==> src/rtl/alu_issue_ctrl_if.sv <==
`default_nettype none
// ============================================================================
// Module : alu_issue_ctrl_if
// Brief  : Request, ALU-drive and response signals of the ALU issue controller.
// Rev    : 1.0 - initial release
// ============================================================================
interface alu_issue_ctrl_if;
  logic        req_valid;
  logic        req_ready;
  logic [3:0]  req_inst;
  logic [31:0] req_a;
  logic [31:0] req_b;

  logic [31:0] alu_A;
  logic [31:0] alu_B;
  logic [3:0]  alu_INST;
  logic        alu_FirstCyc;
  logic [31:0] alu_Z;
  logic [3:0]  alu_FLAGS;

  logic        rsp_valid;
  logic        rsp_ready;
  logic [31:0] rsp_z;
  logic [3:0]  rsp_flags;
  logic        rsp_err;

  // Environment side: requester, consumer and the ALU itself
  modport master (
    output req_valid, req_inst, req_a, req_b, rsp_ready, alu_Z, alu_FLAGS,
    input  req_ready, alu_A, alu_B, alu_INST, alu_FirstCyc,
           rsp_valid, rsp_z, rsp_flags, rsp_err
  );

  // Controller side
  modport slave (
    input  req_valid, req_inst, req_a, req_b, rsp_ready, alu_Z, alu_FLAGS,
    output req_ready, alu_A, alu_B, alu_INST, alu_FirstCyc,
           rsp_valid, rsp_z, rsp_flags, rsp_err
  );
endinterface
`default_nettype wire

==> src/rtl/alu_issue_ctrl.sv <==
`default_nettype none
// ============================================================================
// Module : alu_issue_ctrl
// Brief  : Serialising issue controller for the 32-bit ALU; one op in flight.
// Rev    : 1.0 - initial release
// ============================================================================
module alu_issue_ctrl #(
  parameter int ALU_LAT = 1,
  parameter int CNT_W   = 16
) (
  input  wire logic              CLOCK,
  input  wire logic              RESET,
  alu_issue_ctrl_if.slave        bus,
  output logic [CNT_W-1:0]       op_count
);

  localparam int         LAT_W       = $clog2(ALU_LAT + 1);
  localparam logic [3:0] C_INST_IDLE = 4'b1110;
  localparam logic [3:0] C_INST_BAD  = 4'b0110;

  typedef enum logic [1:0] {
    S_IDLE  = 2'd0,
    S_ISSUE = 2'd1,
    S_WAIT  = 2'd2,
    S_RESP  = 2'd3
  } state_t;

  state_t             r_state;
  logic               r_req_ready;
  logic [31:0]        r_alu_a;
  logic [31:0]        r_alu_b;
  logic [3:0]         r_alu_inst;
  logic               r_first;
  logic               r_rsp_valid;
  logic [31:0]        r_rsp_z;
  logic [3:0]         r_rsp_flags;
  logic               r_rsp_err;
  logic [CNT_W-1:0]   r_count;
  logic [LAT_W-1:0]   r_wait;
  logic               r_have_class;
  logic               r_last_logic;

  logic               w_req_logic;
  logic [3:0]         w_flags_cap;

  // Logic class is exactly the upper half of the opcode space
  assign w_req_logic = bus.req_inst[3];

  // Carry/overflow are meaningless for logic ops; bit 3 is reserved and forced low
  assign w_flags_cap = {bus.alu_FLAGS[3] & 1'b0,
                        bus.alu_FLAGS[2],
                        r_last_logic ? 2'b00 : bus.alu_FLAGS[1:0]};

  always_ff @(posedge CLOCK) begin
    if (RESET) begin
      r_state      <= S_IDLE;
      r_req_ready  <= 1'b1;
      r_alu_a      <= '0;
      r_alu_b      <= '0;
      r_alu_inst   <= C_INST_IDLE;
      r_first      <= 1'b0;
      r_rsp_valid  <= 1'b0;
      r_rsp_z      <= '0;
      r_rsp_flags  <= '0;
      r_rsp_err    <= 1'b0;
      r_count      <= '0;
      r_wait       <= '0;
      r_have_class <= 1'b0;
      r_last_logic <= 1'b0;
    end else begin
      case (r_state)
        S_IDLE: begin
          if (bus.req_valid) begin
            r_req_ready <= 1'b0;
            if (bus.req_inst == C_INST_BAD) begin
              r_state     <= S_RESP;
              r_rsp_valid <= 1'b1;
              r_rsp_z     <= '0;
              r_rsp_flags <= '0;
              r_rsp_err   <= 1'b1;
            end else begin
              r_state      <= S_ISSUE;
              r_alu_a      <= bus.req_a;
              r_alu_b      <= bus.req_b;
              r_alu_inst   <= bus.req_inst;
              r_first      <= !r_have_class || (w_req_logic != r_last_logic);
              r_have_class <= 1'b1;
              r_last_logic <= w_req_logic;
            end
          end
        end
        S_ISSUE: begin
          r_state <= S_WAIT;
          r_wait  <= LAT_W'(ALU_LAT);
          r_first <= 1'b0;
        end
        S_WAIT: begin
          if (r_wait == LAT_W'(1)) begin
            r_state     <= S_RESP;
            r_rsp_valid <= 1'b1;
            r_rsp_z     <= bus.alu_Z;
            r_rsp_flags <= w_flags_cap;
            r_rsp_err   <= 1'b0;
            r_alu_inst  <= C_INST_IDLE;
          end else begin
            r_wait <= r_wait - LAT_W'(1);
          end
        end
        S_RESP: begin
          if (bus.rsp_ready) begin
            r_state     <= S_IDLE;
            r_req_ready <= 1'b1;
            r_rsp_valid <= 1'b0;
            r_rsp_err   <= 1'b0;
            r_count     <= r_count + CNT_W'(1);
          end
        end
        default: begin
          r_state     <= S_IDLE;
          r_req_ready <= 1'b1;
        end
      endcase
    end
  end

  assign bus.req_ready    = r_req_ready;
  assign bus.alu_A        = r_alu_a;
  assign bus.alu_B        = r_alu_b;
  assign bus.alu_INST     = r_alu_inst;
  assign bus.alu_FirstCyc = r_first;
  assign bus.rsp_valid    = r_rsp_valid;
  assign bus.rsp_z        = r_rsp_z;
  assign bus.rsp_flags    = r_rsp_flags;
  assign bus.rsp_err      = r_rsp_err;
  assign op_count         = r_count;

endmodule
`default_nettype wire

==> src/flat_wrapper.sv <==
// flat-port wrapper written by rule: the top's interface ports become plain ports
module alu_issue_ctrl_flat 
#(
  parameter int ALU_LAT = 1,
  parameter int CNT_W   = 16
)
  (CLOCK, RESET, op_count, bus_req_valid, bus_req_inst, bus_req_a, bus_req_b, bus_rsp_ready, bus_alu_Z, bus_alu_FLAGS, bus_req_ready, bus_alu_A, bus_alu_B, bus_alu_INST, bus_alu_FirstCyc, bus_rsp_valid, bus_rsp_z, bus_rsp_flags, bus_rsp_err);
  alu_issue_ctrl_if bus_i ();
  input  wire logic CLOCK;
  input  wire logic RESET;
  output logic [CNT_W-1:0] op_count;
  input wire logic [$bits(bus_i.req_valid)-1:0] bus_req_valid;
  input wire logic [$bits(bus_i.req_inst)-1:0] bus_req_inst;
  input wire logic [$bits(bus_i.req_a)-1:0] bus_req_a;
  input wire logic [$bits(bus_i.req_b)-1:0] bus_req_b;
  input wire logic [$bits(bus_i.rsp_ready)-1:0] bus_rsp_ready;
  input wire logic [$bits(bus_i.alu_Z)-1:0] bus_alu_Z;
  input wire logic [$bits(bus_i.alu_FLAGS)-1:0] bus_alu_FLAGS;
  output wire logic [$bits(bus_i.req_ready)-1:0] bus_req_ready;
  output wire logic [$bits(bus_i.alu_A)-1:0] bus_alu_A;
  output wire logic [$bits(bus_i.alu_B)-1:0] bus_alu_B;
  output wire logic [$bits(bus_i.alu_INST)-1:0] bus_alu_INST;
  output wire logic [$bits(bus_i.alu_FirstCyc)-1:0] bus_alu_FirstCyc;
  output wire logic [$bits(bus_i.rsp_valid)-1:0] bus_rsp_valid;
  output wire logic [$bits(bus_i.rsp_z)-1:0] bus_rsp_z;
  output wire logic [$bits(bus_i.rsp_flags)-1:0] bus_rsp_flags;
  output wire logic [$bits(bus_i.rsp_err)-1:0] bus_rsp_err;
  assign bus_i.req_valid = bus_req_valid;
  assign bus_i.req_inst = bus_req_inst;
  assign bus_i.req_a = bus_req_a;
  assign bus_i.req_b = bus_req_b;
  assign bus_i.rsp_ready = bus_rsp_ready;
  assign bus_i.alu_Z = bus_alu_Z;
  assign bus_i.alu_FLAGS = bus_alu_FLAGS;
  assign bus_req_ready = bus_i.req_ready;
  assign bus_alu_A = bus_i.alu_A;
  assign bus_alu_B = bus_i.alu_B;
  assign bus_alu_INST = bus_i.alu_INST;
  assign bus_alu_FirstCyc = bus_i.alu_FirstCyc;
  assign bus_rsp_valid = bus_i.rsp_valid;
  assign bus_rsp_z = bus_i.rsp_z;
  assign bus_rsp_flags = bus_i.rsp_flags;
  assign bus_rsp_err = bus_i.rsp_err;
  alu_issue_ctrl #(.ALU_LAT(ALU_LAT), .CNT_W(CNT_W)) u_core (.CLOCK(CLOCK), .RESET(RESET), .bus(bus_i), .op_count(op_count));
endmodule
==> config.mk <==
export PLATFORM = sky130hd
export DESIGN_NAME = alu_issue_ctrl_flat
export DESIGN_NICKNAME = d
export VERILOG_FILES = /design/src/rtl/alu_issue_ctrl_if.sv /design/src/rtl/alu_issue_ctrl.sv /design/src/flat_wrapper.sv
export SDC_FILE = /design/constraint.sdc
export NUM_CORES = 1
export LEC_CHECK = 0
export BUFFER_PORTS_ARGS = -buffer_cell sky130_fd_sc_hd__buf_2
export CAP_MARGIN = 20
export CORE_MARGIN = 4
export CORE_UTILIZATION = 44
export DETAILED_ROUTE_END_ITERATION = 16
export PLACE_DENSITY = 0.78
export SETUP_SLACK_MARGIN = 0.2
export SYNTH_ARGS = -nofsm -noshare
export SYNTH_HDL_FRONTEND = slang
export SYNTH_SLANG_ARGS = --single-unit
==> constraint.sdc <==
create_clock -name CLOCK -period 2.4 [get_ports CLOCK]
set_input_delay 0 -clock CLOCK [delete_from_list [all_inputs] [get_ports CLOCK]]
set_output_delay 0 -clock CLOCK [all_outputs]
set_load 0.1 [all_outputs]
==> flow_summary.yaml <==
floorplanning:
  fp.dieH_um: 115
  core-area_um2: 11000
  rows: 38
  initial_core_util: 0.459
  design.portCount: 232
  dieWidth_um: 115
  dieArea_um2: 13300
route:
  avgViaCountPerCell: 5.05
  drtIter0Drc: 421
  drc: 0
  detail_route.wl_per_cell_um: 15.5
  detail_route.first_pass.iterations: 4
  wirelength_um: 16500
  ant_nets: 0
  via_count: 5384
power:
  pwr-share-clk: 0.303
  power_frac_comb: 0.409
  swShare: 0.444
  internal-power_mw: 4.97
  p_leak_nw: 3.58
  switching_power_mw: 3.97
  powerDensity_nw_per_um2: 1120
  pwr-share-seq: 0.288
  peakVddDrop_uv: 771
timing:
  max_slew_margin: 0.415
  hold_viol: 0
  skew_ns: 0.0231
  post-route-period-util: 0.806
  fmax_mhz: 517
  rsz0062_at_grt: "no"
  setup_violations: 0
  maxSlewViolCount: 0
  fin_tns_setup_ns: 0
  worst_pin_slew_ns: 0.877
  layout_min_cycle_time_ns: 1.93
final_layout:
  fin_cells: 1066
  areaGrowthSynthToFinish_pct: 57.2
  n_antenna_cell: 0
  n_fill_cell: 770
  final_cell_mix: "buf_2, nand2_1, dfxtp_1"
  mostFrequentLayoutCell: "buf_2"
  drive_gt1_frac: 0.306
  nNetsFinal: 1029
worst_setup_path:
  start_kind: "register"
  rrSetupSlack_ns: 0.47
  slowest_stage: "mux2i_1"
  r2r-start: "u_core.r_state[0]$_SDFFE_PP0P_"
  r2r-end: "u_core.bus.rsp_z[18]$_SDFFE_PP0P_"
  path_max_fanout: 34
  critPathMaxStageDelay_ns: 0.38
  arrival_ns: 2.22
  critPathBufInv: 2
  worstSetupEndpointType: "register"
  worstPathRequired_ns: 2.69
  r2r_cells: 6
  crit_type: "register to register"
  crit_path_cell_trace: "inv_1 > ha_1 > mux2i_1 > nor2_2 > buf_4 > o32ai_1"
  crit_family: "multiplexers"
logic_synthesis:
  netlist_instances: 598
  yosys.cell_types.count: 43
  syn_area_um2: 5070
  synth-edff-count: 0
  synth-seq-cells: 128
  ys_seq_area_frac: 0.506
  synthArstFlopShare: 0
  syn_area_per_cell_um2: 8.47
  syn-num-nets: 712
  ys.flop_type: "dfxtp_1"
  synth_warnings: 0
clock_tree:
  cts_sinks: 128
  path_clk_slew_ns: 0.06
  h-tree-depth: 4
  cts-buffers-inserted: 17
  cts_tree: "yes"
  cts_root_buffer: "clkbuf_16"
  clkLatencyLatePin_ns: 0.41
  post_cts_buffers: 0
  clockBufferDepth: 2
grt:
  antenna_found_initial: 0
  grt_overflow: 0
  grt_pass1_wl_um: 26400
  grt_pass1_vias: 5396
  grt_use_total: 0.248
  grt_max_degree: 101
place:
  globalplace.congestion: 0.793
  numPortBuffers: 229
  dp_hpwl_um: 8960
  placed_cells: 932
min_path:
  hold_start: "bus_req_valid"
  hold_depth: 4
  holdPathEnd: "u_core.bus.rsp_flags[0]$_SDFFE_PP0P_"
  min-delay-path-class: "input pin to register"
outcome:
  status: "completed"
flow_run:
  drv_cap: 0
==> routing by layer <==
metal / vias to the layer above / global-route usage / part of all wire
met5: - / 0 / 0
met4: 0 / 0.118 / 0.036
met3: 51 / 0.0753 / 0.068
met2: 235 / 0.434 / 0.52
met1: 2462 / 0.275 / 0.38
li1: 2636 / - / -
==> per-stage QoR <==
stage	util	hold WS, ns	setup slack [ns]	instance area [um^2]	power [mW]
floorplan	-	0.109	0.216	5070	5.46
global placement	0.571	0.224	0.566	6300	6.04
detailed placement	0.571	0.245	0.535	6300	6.07
CTS	0.722	0.0689	0.504	7970	8.92
global route	0.722	0.118	0.286	7970	9.32
finish	0.722	0.0711	0.465	7970	8.93
==> Yosys cell counts, drive strengths merged (4+ instances only) <==
cell	count	area share
nand2	140	0.10
dfxtp	128	0.51
a21oi	75	0.075
nand2b	38	0.047
inv	37	0.027
o32ai	33	0.057
buf	26	0.027
nor2	24	0.018
clkbuf	17	0.013
nand3	15	0.016
xor2	8	0.014
ha	6	0.015
nand4	5	0.0074
nor3	5	0.0049
nor2b	4	0.0049
o21ai	4	0.0040
xnor2	4	0.0069
==> worst register-to-register path, cell delays in order (launching register included) <==
cell     delay (ns)
dfxtp_1        0.35
inv_1          0.10
ha_1           0.34
mux2i_1        0.38
nor2_2         0.05
buf_4          0.25
o32ai_1        0.36
==> logic make-up (layout without fill, tap and decap cells) <==
group                    count (synthesis)  after routing  share of synthesized area
buffers and inverters                   80            408                     0.0667
adder cells (fa/ha/maj)                  6              6                     0.0148
multiplexers                             6              6                     0.0126
flip-flops                             128            128                      0.506
AO/OA/AOI/OAI                          118            118                      0.146
AND/OR/NAND/NOR                        247            247                      0.232
other                                    1              1                   0.000740
XOR/XNOR                                12             12                     0.0207
==> flip-flops by register name, indices dropped and copies added, names as in the netlist, 2 cells and up <==
name / flops
u_core.bus.alu_INST: 4
u_core.op_count: 16
u_core.r_state: 2
u_core.bus.alu_A: 32
u_core.bus.rsp_z: 32
u_core.bus.rsp_flags: 3
u_core.bus.alu_B: 32
==> power groups by stage <==
stage               clock, mW  sequential, mW  combinational (mW)
floorplan                   0            4.45                1.02
global route             2.86            2.62                3.85
CTS                      2.75            2.57                3.61
detailed placement          0            2.61                3.46
global placement            0            2.59                3.45
finish                   2.71            2.58                3.65
==> area by class of cell <==
class	count	area (um^2)	share of cell area
Sequential cell	128	2570	0.323
Clock buffer	20	467	0.0586
Timing Repair Buffer	341	2270	0.286
Inverter	37	139	0.0174
Tap cell	140	175	0.0220
Multi-Input combinational cell	390	2180	0.273
Clock inverter	10	160	0.0201
==> how the worst max path moves through the flow <==
stage                                   endpoint                             from  cells past startpoint  slack (ns)
2_1_floorplan   u_core.op_count[13]$_SDFFE_PP0P_  u_core.op_count[7]$_SDFFE_PP0P_                      4        0.22
3_3_place_gp   u_core.bus.rsp_z[16]$_SDFFE_PP0P_   u_core.r_state[0]$_SDFFE_PP0P_                      7        0.57
3_5_place_dp   u_core.bus.rsp_z[14]$_SDFFE_PP0P_   u_core.r_state[0]$_SDFFE_PP0P_                      7        0.53
4_1_cts        u_core.bus.rsp_z[21]$_SDFFE_PP0P_   u_core.r_state[1]$_SDFFE_PP0P_                      7        0.50
5_1_grt        u_core.bus.alu_B[18]$_SDFFE_PP0P_   u_core.r_state[0]$_SDFFE_PP0P_                      7        0.29
6_report       u_core.bus.rsp_z[18]$_SDFFE_PP0P_   u_core.r_state[0]$_SDFFE_PP0P_                      6        0.47
==> repair_timing <==
item	CTS	global route
hold buffers	104	0
resized for setup	0	0
endpoints found under the hold margin	106	0
endpoints found under the setup margin	0	0
No activity file was read; power rests on OpenSTA's default activity.
